## src/rtl/eeg_io_width_adapter.sv

```systemverilog
// rtl/eeg_io_width_adapter.sv - pad/core width adapter: packs narrow pad beats into core words, serialises core words to pad beats.
// Optional bring-up loopback (hold register -> output serialiser) enabled by EEG_IO_LOOPBACK_EN.
module eeg_io_width_adapter #(
  parameter int PAD_DW      = 8,
  parameter int CORE_DW     = 32,
  parameter int PAD_OUT_DW  = 8,
  parameter int CORE_OUT_DW = 32,
  localparam int IR = CORE_DW / PAD_DW,
  localparam int OR = CORE_OUT_DW / PAD_OUT_DW,
  localparam int CW = $clog2(IR + 1)
) (
  input  logic                   clk,
  input  logic                   rst_n,
  input  logic                   pad_dat_vld,
  input  logic                   pad_dat_lst,
  input  logic                   pad_dat_cmd,
  input  logic [PAD_DW-1:0]      pad_dat_dat,
  output logic                   pad_dat_rdy,
  output logic                   core_dat_vld,
  output logic                   core_dat_lst,
  output logic                   core_dat_cmd,
  output logic [CORE_DW-1:0]     core_dat_dat,
  output logic [CW-1:0]          core_dat_cnt,
  input  logic                   core_dat_rdy,
  input  logic                   core_out_vld,
  input  logic                   core_out_lst,
  input  logic [CORE_OUT_DW-1:0] core_out_dat,
  output logic                   core_out_rdy,
  output logic                   pad_out_vld,
  output logic                   pad_out_lst,
  output logic [PAD_OUT_DW-1:0]  pad_out_dat,
`ifdef EEG_IO_LOOPBACK_EN
  input  logic                   pad_out_rdy,
  input  logic                   loopback
`else
  input  logic                   pad_out_rdy
`endif
);

  localparam int IW   = (IR > 1) ? $clog2(IR) : 1;
  localparam int OW   = (OR > 1) ? $clog2(OR) : 1;
  localparam int MINW = (CORE_DW < CORE_OUT_DW) ? CORE_DW : CORE_OUT_DW;

  logic [CORE_DW-1:0]     asm_q, asm_d;
  logic [IW-1:0]          idx_q, idx_d;
  logic                   asm_cmd_q, asm_cmd_d;
  logic                   asm_lst_q, asm_lst_d;
  logic                   asm_pend_q, asm_pend_d;
  logic [CW-1:0]          asm_cnt_q, asm_cnt_d;

  logic                   hold_vld_q, hold_vld_d;
  logic [CORE_DW-1:0]     hold_dat_q, hold_dat_d;
  logic [CW-1:0]          hold_cnt_q, hold_cnt_d;
  logic                   hold_lst_q, hold_lst_d;
  logic                   hold_cmd_q, hold_cmd_d;

  logic [CORE_OUT_DW-1:0] sh_q, sh_d;
  logic [OW-1:0]          b_q, b_d;
  logic                   busy_q, busy_d;
  logic                   wlst_q, wlst_d;

  logic                   lb;
  logic                   beat_acc, beat_done, idx_last;
  logic [CORE_DW-1:0]     beat_word;
  logic                   beat_cmd;
  logic [CW-1:0]          beat_cnt;
  logic                   hold_rel, hold_free;
  logic                   ser_last, ser_rdy, ser_load;
  logic                   ser_in_vld, ser_in_lst;
  logic [CORE_OUT_DW-1:0] ser_in_dat, lb_dat;

`ifdef EEG_IO_LOOPBACK_EN
  assign lb = loopback;
`else
  assign lb = 1'b0;
`endif

  always_comb begin
    lb_dat = '0;
    lb_dat[MINW-1:0] = hold_dat_q[MINW-1:0];
  end

  assign beat_acc  = pad_dat_vld & ~asm_pend_q;
  assign idx_last  = (idx_q == IW'(IR - 1));
  assign beat_done = beat_acc & (idx_last | pad_dat_lst);
  assign beat_cmd  = (idx_q == '0) ? pad_dat_cmd : asm_cmd_q;
  assign beat_cnt  = CW'(idx_q) + CW'(1);

  // Clearing on the first beat guarantees zeroed upper slices on a short word.
  always_comb begin
    beat_word = (idx_q == '0) ? '0 : asm_q;
    for (int i = 0; i < IR; i++) begin
      if (idx_q == IW'(i)) beat_word[i*PAD_DW +: PAD_DW] = pad_dat_dat;
    end
  end

  assign ser_last   = (b_q == OW'(OR - 1));
  assign ser_rdy    = ~busy_q | (pad_out_rdy & ser_last);
  assign ser_in_vld = lb ? hold_vld_q : core_out_vld;
  assign ser_in_lst = lb ? hold_lst_q : core_out_lst;
  assign ser_in_dat = lb ? lb_dat : core_out_dat;
  assign ser_load   = ser_in_vld & ser_rdy;

  assign hold_rel  = hold_vld_q & (lb ? ser_rdy : core_dat_rdy);
  assign hold_free = ~hold_vld_q | hold_rel;

  always_comb begin
    asm_d      = asm_q;
    idx_d      = idx_q;
    asm_cmd_d  = asm_cmd_q;
    asm_lst_d  = asm_lst_q;
    asm_pend_d = asm_pend_q;
    asm_cnt_d  = asm_cnt_q;
    hold_vld_d = hold_vld_q;
    hold_dat_d = hold_dat_q;
    hold_cnt_d = hold_cnt_q;
    hold_lst_d = hold_lst_q;
    hold_cmd_d = hold_cmd_q;

    if (hold_rel) begin
      hold_vld_d = 1'b0;
      hold_dat_d = '0;
      hold_cnt_d = '0;
      hold_lst_d = 1'b0;
      hold_cmd_d = 1'b0;
    end

    if (asm_pend_q && hold_free) begin
      asm_pend_d = 1'b0;
      hold_vld_d = 1'b1;
      hold_dat_d = asm_q;
      hold_cnt_d = asm_cnt_q;
      hold_lst_d = asm_lst_q;
      hold_cmd_d = asm_cmd_q;
    end else if (beat_done) begin
      idx_d = '0;
      if (hold_free) begin
        hold_vld_d = 1'b1;
        hold_dat_d = beat_word;
        hold_cnt_d = beat_cnt;
        hold_lst_d = pad_dat_lst;
        hold_cmd_d = beat_cmd;
      end else begin
        asm_pend_d = 1'b1;
        asm_d      = beat_word;
        asm_cnt_d  = beat_cnt;
        asm_lst_d  = pad_dat_lst;
        asm_cmd_d  = beat_cmd;
      end
    end else if (beat_acc) begin
      idx_d     = idx_q + IW'(1);
      asm_d     = beat_word;
      asm_cmd_d = beat_cmd;
    end
  end

  // A load in the same cycle as the final beat overrides the shift/idle update.
  always_comb begin
    sh_d   = sh_q;
    b_d    = b_q;
    busy_d = busy_q;
    wlst_d = wlst_q;
    if (busy_q && pad_out_rdy) begin
      if (ser_last) begin
        busy_d = 1'b0;
        b_d    = '0;
      end else begin
        b_d  = b_q + OW'(1);
        sh_d = sh_q >> PAD_OUT_DW;
      end
    end
    if (ser_load) begin
      busy_d = 1'b1;
      b_d    = '0;
      sh_d   = ser_in_dat;
      wlst_d = ser_in_lst;
    end
  end

  always_ff @(posedge clk or negedge rst_n) begin
    if (!rst_n) begin
      asm_q      <= '0;
      idx_q      <= '0;
      asm_cmd_q  <= 1'b0;
      asm_lst_q  <= 1'b0;
      asm_pend_q <= 1'b0;
      asm_cnt_q  <= '0;
      hold_vld_q <= 1'b0;
      hold_dat_q <= '0;
      hold_cnt_q <= '0;
      hold_lst_q <= 1'b0;
      hold_cmd_q <= 1'b0;
      sh_q       <= '0;
      b_q        <= '0;
      busy_q     <= 1'b0;
      wlst_q     <= 1'b0;
    end else begin
      asm_q      <= asm_d;
      idx_q      <= idx_d;
      asm_cmd_q  <= asm_cmd_d;
      asm_lst_q  <= asm_lst_d;
      asm_pend_q <= asm_pend_d;
      asm_cnt_q  <= asm_cnt_d;
      hold_vld_q <= hold_vld_d;
      hold_dat_q <= hold_dat_d;
      hold_cnt_q <= hold_cnt_d;
      hold_lst_q <= hold_lst_d;
      hold_cmd_q <= hold_cmd_d;
      sh_q       <= sh_d;
      b_q        <= b_d;
      busy_q     <= busy_d;
      wlst_q     <= wlst_d;
    end
  end

  assign pad_dat_rdy  = ~asm_pend_q;
  assign core_dat_vld = hold_vld_q & ~lb;
  assign core_dat_dat = hold_dat_q;
  assign core_dat_cnt = hold_cnt_q;
  assign core_dat_lst = hold_lst_q;
  assign core_dat_cmd = hold_cmd_q;
  assign core_out_rdy = ser_rdy & ~lb;
  assign pad_out_vld  = busy_q;
  assign pad_out_dat  = sh_q[PAD_OUT_DW-1:0];
  assign pad_out_lst  = busy_q & wlst_q & ser_last;

endmodule
```

## config.mk

```make
export PLATFORM = sky130hd
export DESIGN_NAME = eeg_io_width_adapter
export DESIGN_NICKNAME = d
export VERILOG_FILES = /design/src/rtl/eeg_io_width_adapter.sv
export SDC_FILE = /design/constraint.sdc
export NUM_CORES = 1
export LEC_CHECK = 0
export ABC_CLOCK_PERIOD_IN_PS = 2029
export CAP_MARGIN = 20
export CORE_AREA = 2 2 123 125
export DETAILED_ROUTE_END_ITERATION = 7
export DIE_AREA = 0 0 125 127
export SLEW_MARGIN = 10
export SYNTH_ARGS = -nofsm -noshare
export SYNTH_HDL_FRONTEND = slang
export SYNTH_SLANG_ARGS = --single-unit
```

## constraint.sdc

```tcl
create_clock -name clk -period 2.03 [get_ports clk]
set_input_delay 0.5075 -clock clk [delete_from_list [all_inputs] [get_ports clk]]
set_output_delay 0.5075 -clock clk [all_outputs]
set_load 0.05 [all_outputs]
```

==> results.json <==
{
  "r2r-start": "idx_q[0]",
  "layout-drive-gt1-share_pct": 25.4,
  "arrival_ns": 1.45,
  "slew_violations": 0,
  "nets": 695,
  "fmax_mhz": 511,
  "cts_buffers": 17,
  "crit_start": "pad_out_rdy",
  "final_antenna_net_count": 0,
  "finalInstanceArea_mm2": 0.00766,
  "synth_compound_area_share_pct": 18.4,
  "worst_slack_ns": 0.0714,
  "max_cap_viol_count": 0,
  "fp-row-count": 44,
  "power_leakage_nw": 3.49,
  "synth-xor-area-share_pct": 0,
  "die_h_um": 127,
  "synth_top_family_by_area": "compound AO/OA/AOI/OAI gates",
  "grt_pass1_wl_mm": 24.4,
  "track_usage_pct": 19.4,
  "synth_area_mm2": 0.00584,
  "placed_area_mm2": 0.00709,
  "setup_viol": 0,
  "cts_tree": "built",
  "mostFrequentLayoutCell": "dfrtp_1",
  "avgViaCountPerCell": 5.35,
  "synth_nets": 588,
  "drc": 0,
  "boundaryPins": 99,
  "tightest_slew_ns": 0.500,
  "synth-simple-area-share_pct": 7.84,
  "diodes": 0,
  "synthAdderAreaFrac_pct": 1.28,
  "power_density_mw_per_mm2": 1280,
  "cts-root-buf": "clkbuf_16",
  "clock_sinks": 114,
  "worst_hold_path_type": "primary input to asynchronous set/reset pin",
  "area_growth_syn_to_layout_pct": 31.2,
  "p_total_w": 0.00978,
  "slew_headroom_pct": 66.5,
  "wl_per_cell_um": 17.8,
  "core_region_area_mm2": 0.0144,
  "first_iter_violations": 270,
  "yosys_register_bits": 114,
  "startpoint_type": "primary input",
  "grt_setup_unrepaired": "false",
  "timing.final.crit_share_pct": 96.5,
  "wl_mm": 14.9,
  "worst_ir_drop_vdd_uv": 557,
  "fin_skew_ns": 0.0100,
  "gr-total-overflow": 0,
  "dp_worst_setup_slack_ns": -0.110,
  "layout_common_cells": "dfrtp_1 (112), inv_1 (95), buf_4 (72)",
  "io_buffers": 98,
  "synth_seq_area_share_pct": 48.8,
  "synth_warnings": 0,
  "hold_viol": 0,
  "avgSynthCellArea_um2": 11.0,
  "crit_required_ns": 1.52,
  "cts_buffer_depth": 2,
  "grt_max_degree": 51,
  "hpwl_mm": 10.1,
  "worstSetupPathType": "primary input to output pin",
  "synth_cells": 533,
  "antenna_found_initial": 0,
  "clock_latency_ns": 0.41,
  "vias": 4476,
  "dieArea_mm2": 0.0159,
  "muxShareOfSynthArea_pct": 12.6,
  "die_w_um": 125,
  "fin_crit_ns": 1.96,
  "htree_num_levels": 4,
  "first_pass_iters": 4,
  "status": "completed",
  "start_util_pct": 40.5,
  "routabilityCongestion": 0.765,
  "crit_fanout": 3,
  "first_global_vias": 4707,
  "clk_pin_slew_worst_paths_ns": 0.05,
  "cp-end-kind": "output pin",
  "ys_types": 40
}
==> registers in the layout, summed over array words and instances, names as in the netlist, 2 cells and up <==
signal and cells:
asm_cnt_q 3, core_dat_dat 32, sh_q 32, core_dat_cnt 3, asm_q 32, idx_q 2, b_q 2
==> cells in the mapped netlist (all sizes together) <==
| cell type | count | area [um2] |
|---|---|---|
| a21boi | 1 | 11.3 |
| a21o | 1 | 7.51 |
| a21oi | 4 | 31.3 |
| a221o | 4 | 40.0 |
| a22o | 8 | 70.1 |
| a22oi | 21 | 158 |
| a31oi | 1 | 6.26 |
| and3 | 6 | 37.5 |
| buf | 32 | 221 |
| clkbuf | 17 | 66.3 |
| dfrtp | 114 | 2850 |
| ha | 6 | 75.1 |
| inv | 95 | 357 |
| mux2 | 13 | 146 |
| mux2i | 59 | 591 |
| nand2 | 30 | 113 |
| nand2b | 2 | 20.0 |
| nand3 | 33 | 165 |
| nor2 | 8 | 30.0 |
| nor2b | 5 | 31.3 |
| nor3 | 3 | 20.0 |
| nor3b | 3 | 22.5 |
| o21a | 1 | 7.51 |
| o21ai | 3 | 15.0 |
| o221ai | 33 | 477 |
| o22ai | 1 | 6.26 |
| o31a | 1 | 8.76 |
| o31ai | 1 | 7.51 |
| o32a | 16 | 160 |
| o32ai | 8 | 70.1 |
| or2 | 2 | 12.5 |
| or3 | 1 | 6.26 |
==> what timing repair did <==
action	in CTS	in global routing
hold buffers	0	0
setup buffers	0	0
pin swaps	0	1
endpoints found under the setup margin	9	4
resized for setup	9	4
==> layout make-up <==
class                      instances  area [um2]
tap                              184         230
fill                            1261        6760
inverter                          95         357
clock inverter                     4        20.0
multi-input combinational        275        2380
sequential                       114        2860
timing repair buffer             137        1280
clock buffer                      28         537
==> worst paths after layout <==
path | to | slack [ns] | depth (start not counted)
worst min register to register | sh_q[25] | 0.50 | 1
worst min-delay path | sh_q[25] | 0.03 | 1
worst max register to register | asm_q[15] | 0.15 | 5
max in group asynchronous | core_dat_dat[8] | 1.34 | 2
min in group clk | sh_q[25] | 0.50 | 1
worst max-delay path | core_out_rdy | 0.07 | 4
==> worst max-delay path, cell delays in order <==
cell,delay [ns]
clkdlybuf4s50_1,0.49
a21boi_4,0.21
inv_1,0.06
buf_4,0.18
==> report_power, final <==
group	internal [W]	total [W]	switching, W
registers	0.00297	0.00340	0.000430
logic	0.00147	0.00362	0.00215
clock network	0.00178	0.00276	0.000986
==> stage by stage <==
step                cells  TNS [ns]  utilization [%]  hold slack, ns
floorplan             533         0                -           0.212
global placement      805     -1.29             49.2           0.453
detailed placement    805     -3.81             49.2           0.458
CTS                   837         0             53.0          0.0202
global route          837         0             53.1          0.0395
finish                837         0             53.1          0.0327
==> metal layers <==
metal	GRT usage, %	vias up	wire length, um
met2	31.8	116	7150
met5	0	-	0
met1	25.1	2253	6680
met3	4.44	27	707
li1	-	2080	-
met4	7.45	0	338
==> logic make-up (layout without fill, tap and decap cells) <==
group | count (synthesis) | after routing
DFF | 114 | 114
AOI/OAI and AO/OA | 104 | 104
and+or+nand+nor | 93 | 93
muxes | 72 | 72
adders and majority gates | 6 | 6
buffers and inverters | 144 | 264
Note: power is estimated with default switching activity, not from simulation.
